## src/rtl/int_ctrl_pkg.sv

```systemverilog
// Shared constants for the external interrupt controller.
// Register offsets, claim word layout and CPU line indices.
package int_ctrl_pkg;

  localparam int INTC_CPU_LINES   = 6;
  localparam int INTC_TIMER_LINE  = 5;
  localparam int INTC_ROUTE_LINES = 5;
  localparam int INTC_CLAIM_VLD   = 31;

  localparam logic [2:0] INTC_REG_PENDING = 3'd0;
  localparam logic [2:0] INTC_REG_MASK    = 3'd1;
  localparam logic [2:0] INTC_REG_MODE    = 3'd2;
  localparam logic [2:0] INTC_REG_CLEAR   = 3'd3;
  localparam logic [2:0] INTC_REG_CLAIM   = 3'd4;
  localparam logic [2:0] INTC_REG_RAW     = 3'd5;

  function automatic logic [31:0] claim_word(
    input logic       hit,
    input logic [4:0] idx
  );
    logic [31:0] w;
    w = '0;
    if (hit) begin
      w[INTC_CLAIM_VLD] = 1'b1;
      w[4:0] = idx;
    end
    return w;
  endfunction

endpackage

```

## src/rtl/irq_sync.sv

```systemverilog
// Multi-stage synchroniser for asynchronous interrupt lines.
// Clears asynchronously so every stage reads 0 right after reset.
module irq_sync #(
  parameter int W      = 8,
  parameter int STAGES = 2
) (
  input  logic         clk,
  input  logic         rst,
  input  logic [W-1:0] d_i,
  output logic [W-1:0] q_o
);

  logic [STAGES-1:0][W-1:0] chain;

  always_ff @(posedge clk or negedge rst) begin
    if (!rst) begin
      chain <= '0;
    end else begin
      chain <= {chain[STAGES-2:0], d_i};
    end
  end

  assign q_o = chain[STAGES-1];

endmodule

```

## src/rtl/int_ctrl.sv

```systemverilog
// External interrupt controller feeding the CP0 int_i lines.
// Level/edge detection, masking, claim port and timer passthrough.
module int_ctrl
  import int_ctrl_pkg::*;
#(
  parameter int NUM_SRC     = 8,
  parameter int SYNC_STAGES = 2
) (
  input  logic               clk,
  input  logic               rst,
  input  logic [NUM_SRC-1:0] irq_i,
  input  logic               timer_i,
  input  logic               we_i,
  input  logic               re_i,
  input  logic [4:0]         addr_i,
  input  logic [31:0]        wdata_i,
  output logic [31:0]        rdata_o,
  output logic [5:0]         int_o
);

  logic [NUM_SRC-1:0] s;
  logic [NUM_SRC-1:0] d;
  logic [NUM_SRC-1:0] rise;
  logic [NUM_SRC-1:0] mask;
  logic [NUM_SRC-1:0] mode;
  logic [NUM_SRC-1:0] ep;
  logic [NUM_SRC-1:0] pend;
  logic [NUM_SRC-1:0] pm;
  logic [NUM_SRC-1:0] clr;
  logic [NUM_SRC-1:0] claim_oh;
  logic [NUM_SRC-1:0] mask_nxt;
  logic [NUM_SRC-1:0] mode_nxt;
  logic [NUM_SRC-1:0] ep_nxt;

  logic [2:0]  sel;
  logic        sel_pend;
  logic        sel_mask;
  logic        sel_mode;
  logic        sel_clr;
  logic        sel_claim;
  logic        sel_raw;
  logic        claim_hit;
  logic [4:0]  claim_idx;
  logic        claim_rd;
  logic [4:0]  route;
  logic [31:0] rd_mux;

  irq_sync #(
    .W      (NUM_SRC),
    .STAGES (SYNC_STAGES)
  ) u_sync (
    .clk (clk),
    .rst (rst),
    .d_i (irq_i),
    .q_o (s)
  );

  assign sel       = addr_i[4:2];
  assign sel_pend  = (sel == INTC_REG_PENDING);
  assign sel_mask  = (sel == INTC_REG_MASK);
  assign sel_mode  = (sel == INTC_REG_MODE);
  assign sel_clr   = (sel == INTC_REG_CLEAR);
  assign sel_claim = (sel == INTC_REG_CLAIM);
  assign sel_raw   = (sel == INTC_REG_RAW);

  assign rise = s & ~d;
  assign pend = (mode & ep) | (~mode & s);
  assign pm   = pend & mask;

  // Lowest index wins: scan downward so the last hit is the lowest.
  always_comb begin
    claim_hit = 1'b0;
    claim_idx = '0;
    for (int i = NUM_SRC - 1; i >= 0; i--) begin
      if (pm[i]) begin
        claim_hit = 1'b1;
        claim_idx = 5'(i);
      end
    end
  end

  assign claim_rd = re_i & sel_claim & claim_hit;

  always_comb begin
    claim_oh = '0;
    for (int i = 0; i < NUM_SRC; i++) begin
      claim_oh[i] = claim_rd & (claim_idx == 5'(i));
    end
  end

  assign clr = claim_oh
             | ({NUM_SRC{we_i & sel_clr}} & wdata_i[NUM_SRC-1:0]);

  assign mask_nxt = (we_i & sel_mask) ? wdata_i[NUM_SRC-1:0] : mask;
  assign mode_nxt = (we_i & sel_mode) ? wdata_i[NUM_SRC-1:0] : mode;

  // New events override clears; leaving edge mode drops the bit.
  assign ep_nxt = ((ep & ~clr) | (rise & mode)) & mode_nxt;

  always_comb begin
    route = '0;
    for (int i = 0; i < NUM_SRC; i++) begin
      for (int k = 0; k < INTC_ROUTE_LINES; k++) begin
        if ((i % INTC_ROUTE_LINES) == k) begin
          route[k] = route[k] | pm[i];
        end
      end
    end
  end

  always_comb begin
    rd_mux = '0;
    unique case (1'b1)
      sel_pend:  rd_mux = 32'(pend);
      sel_mask:  rd_mux = 32'(mask);
      sel_mode:  rd_mux = 32'(mode);
      sel_clr:   rd_mux = '0;
      sel_claim: rd_mux = claim_word(claim_hit, claim_idx);
      sel_raw:   rd_mux = 32'(s);
      default:   rd_mux = '0;
    endcase
  end

  always_ff @(posedge clk or negedge rst) begin
    if (!rst) begin
      d       <= '0;
      mask    <= '0;
      mode    <= '0;
      ep      <= '0;
      int_o   <= '0;
      rdata_o <= '0;
    end else begin
      d     <= s;
      mask  <= mask_nxt;
      mode  <= mode_nxt;
      ep    <= ep_nxt;
      int_o <= {timer_i, route};
      if (re_i) begin
        rdata_o <= rd_mux;
      end
    end
  end

endmodule

```

## config.mk

```make
export PLATFORM = sky130hd
export DESIGN_NAME = int_ctrl
export DESIGN_NICKNAME = d
export VERILOG_FILES = /design/src/rtl/int_ctrl_pkg.sv /design/src/rtl/irq_sync.sv /design/src/rtl/int_ctrl.sv
export SDC_FILE = /design/constraint.sdc
export NUM_CORES = 1
export LEC_CHECK = 0
export ABC_CLOCK_PERIOD_IN_PS = 1700
export BUFFER_PORTS_ARGS = -buffer_cell sky130_fd_sc_hd__buf_4
export CAP_MARGIN = 20
export CELL_PAD_IN_SITES_DETAIL_PLACEMENT = 1
export CELL_PAD_IN_SITES_GLOBAL_PLACEMENT = 1
export CORE_AREA = 4 4 99 101
export CTS_CLUSTER_DIAMETER = 60
export DETAILED_ROUTE_END_ITERATION = 6
export DIE_AREA = 0 0 103 105
export PLACE_DENSITY_LB_ADDON = 0.12
export REMOVE_ABC_BUFFERS = 1
export SLEW_MARGIN = 20
export SYNTH_ARGS = -nofsm -noshare
export SYNTH_HDL_FRONTEND = slang
export SYNTH_SLANG_ARGS = --single-unit
export TNS_END_PERCENT = 5
```

## constraint.sdc

```tcl
create_clock -name clk -period 1.7 [get_ports clk]
set_input_delay 0.34 -clock clk [delete_from_list [all_inputs] [get_ports clk]]
set_output_delay 0.34 -clock clk [all_outputs]
set_load 0.02 [all_outputs]
```

==> results.yml <==
run_status:
  outcome: "finished clean"
clock_tree:
  clock_sinks: 63
  cts_root_buffer: "clkbuf_8"
  cts_tree: "yes"
  clk_latency_ps: 340
  clk_pin_slew_worst_paths_ps: 70
  cts.path.max_buffers: 2
  htreeDepth: 3
  numCtsBuffers: 9
die:
  start_util: 0.339
  dieArea_sq_um: 10800
  die_x_microns: 103
  io_pins: 88
  core_sq_um: 9020
  fp.dieH_microns: 105
  rows: 35
pwr:
  p_per_area_nw_per_um2: 1050
  ir_drop_v: 0.000368
  p_leak_nw: 1.84
timing:
  final-hold-violation-count: 0
  skew_ps: 7.56
  fmax_mhz: 593
  setup_viol: 0
  final.min_clock_period_ps: 1690
  fin_crit_sh: 0.992
  report.final.slew_viol_count: 0
  rsz0062_at_grt: "true"
  worst_slack_ps: 13.4
  finalSetupTns_ps: 0
critical_path:
  ff2ff_setup_slack_ps: 10
  cp-end-kind: "register"
  critPathKind: "reg -> reg"
  timing.critical_path.from: "mode[1]$_DFF_PN0_"
  arrival_ps: 1920
  reg2regPathDepth: 5
  critPathLaunchType: "register"
  path_max_fanout: 3
  r2r-end: "ep[6]$_DFF_PN0_"
  crit_path_end: "ep[6]$_DFF_PN0_"
  r2r-start: "mode[1]$_DFF_PN0_"
  crit_required_ps: 1930
synthesis:
  yosys_most_used_dff: "dfrtp_1"
  postSynthCellCount: 276
  post_synth_num_cell_types: 44
  synth-seq-area-share: 0.516
  syn_area_sq_um: 3060
  synth_edf_count: 0
  async_reset_ff_frac: 1.00
  ys_warn_count: 0
  postSynthAreaPerCell_sq_um: 11.1
  synth-seq-cells: 63
flow_run:
  cap_violations: 0
detailed_routing:
  drt_pass1_iterations: 4
  drt_first_iter_violations: 65
  drc: 0
  wl_per_cell_microns: 16.8
  wl_microns: 8070
  routed-via-count: 2335
  routed_via_density: 4.86
  postRouteAntennaNets: 0
grt:
  grt_pass1_vias: 2473
  grt-ovfl-total: 0
  grt_pass1_wl_microns: 12900
  grt_max_degree: 33
  grt_usage: 0.158
  antenna_found_initial: 0
worst_hold_path:
  hp-class: "in -> reg"
  hold_path_depth: 1
layout:
  mostFrequentLayoutCell: "buf_4"
  fin_area_sq_um: 3990
  layout_common_cells: "buf_4 (86), dfrtp_1 (63), nand2_1 (33), conb_1 (23), a21oi_1 (16)"
  fillCellCount: 1021
  instances_no_fill: 480
  multi_input_area_sq_um: 1350
  insertedDiodeCount: 0
  drive_above_1_share: 0.377
  regArea_sq_um: 1580
  syn2layout_area_growth_pct: 30.3
  nets: 415
place:
  place.gp.congestion: 0.798
  dp.cells: 459
  pre_cts_ws_ps: -89.7
  hpwl_microns: 6040
  port-buffer-count: 38
  placed_cell_area_sq_um: 3710
-- logic make-up (layout without fill, tap and decap cells) --
kind of cell	Yosys count	count (layout)	share of synthesized area
mux	25	25	0.101
flops	63	63	0.516
buf+inv	41	112	0.0831
other cells	1	23	0.00123
simple gates	74	74	0.129
compound gates	72	72	0.169
-- worst min-delay path by stage --
stage | start | end
finish | irq_i[6] | u_sync.chain[6]$_DFF_PN0_
global route | irq_i[7] | u_sync.chain[7]$_DFF_PN0_
CTS | irq_i[6] | u_sync.chain[6]$_DFF_PN0_
detailed placement | rst | int_o[2]$_DFF_PN0_
global placement | rst | ep[2]$_DFF_PN0_
floorplan | rst | d[0]$_DFF_PN0_
-- critical path: stages, from the launching register on --
cell,delay (ps)
dfrtp_1,400
mux2_4,330
a221oi_4,320
nand4_1,220
o211ai_1,220
a21boi_1,80
-- cell type report --
type	instances	area share
Timing Repair Buffer	90	0.177
Multi-Input combinational cell	194	0.340
Inverter	7	0.00659
Sequential cell	63	0.396
Clock inverter	3	0.00440
Tap cell	111	0.0349
Clock buffer	12	0.0414
-- power breakdown --
| group | total [mW] | switching [mW] | internal (mW) | leakage, nW |
|---|---|---|---|---|
| Sequential | 1.83 | 0.147 | 1.68 | 0.770 |
| Combinational | 1.17 | 0.578 | 0.587 | 0.975 |
| Clock | 1.20 | 0.563 | 0.635 | 0.0942 |
-- state kept, by name, indices dropped and copies added (netlist names) --
register,count
rdata_o,9
d,8
ep,8
mask,8
mode,8
u_sync.chain,8
u_sync.q_o,8
int_o,6
-- stage by stage --
| stage | power (mW) | util | hold WS [ps] |
|---|---|---|---|
| finish | 4.19 | 0.442 | 97.3 |
| global route | 4.45 | 0.442 | 68.7 |
| floorplan | 2.42 | - | 44.4 |
| CTS | 4.22 | 0.435 | 75.2 |
| detailed placement | 2.95 | 0.412 | 314 |
| global placement | 2.93 | 0.412 | 312 |
-- synth_stat cells, drive strengths merged, types with 2 or more instances --
master	number	area share
dfrtp	63	0.52
nand2	34	0.043
buf	32	0.072
mux2	21	0.088
a21oi	17	0.028
o21ai	17	0.028
nor2	14	0.017
nand3b	10	0.025
a21boi	7	0.017
inv	7	0.0086
o21a	5	0.012
a221oi	4	0.023
mux2i	4	0.013
nand2b	4	0.011
nor3b	4	0.014
o211ai	4	0.0098
o221ai	4	0.011
o22ai	4	0.0082
a22oi	2	0.0082
and2	2	0.0049
clkbuf	2	0.0025
o211a	2	0.0065
o2bb2ai	2	0.0057
-- routing by layer --
metal | share of wire | track usage | vias to the layer above
met5 | 0 | 0 | -
met4 | 0.015 | 0.0555 | 0
met3 | 0.044 | 0.0394 | 14
met2 | 0.50 | 0.252 | 48
met1 | 0.44 | 0.207 | 1162
li1 | - | - | 1111
-- what timing repair did --
| action | CTS | global route |
|---|---|---|
| resized for setup | 1 | 8 |
| endpoints found under the hold margin | 31 | 0 |
| buffers inserted | 2 | 3 |
| pin swaps | 1 | 7 |
| hold buffers | 1 | 0 |
| endpoints found under the setup margin | 4 | 7 |
Note: power is estimated with default switching activity, not from simulation.
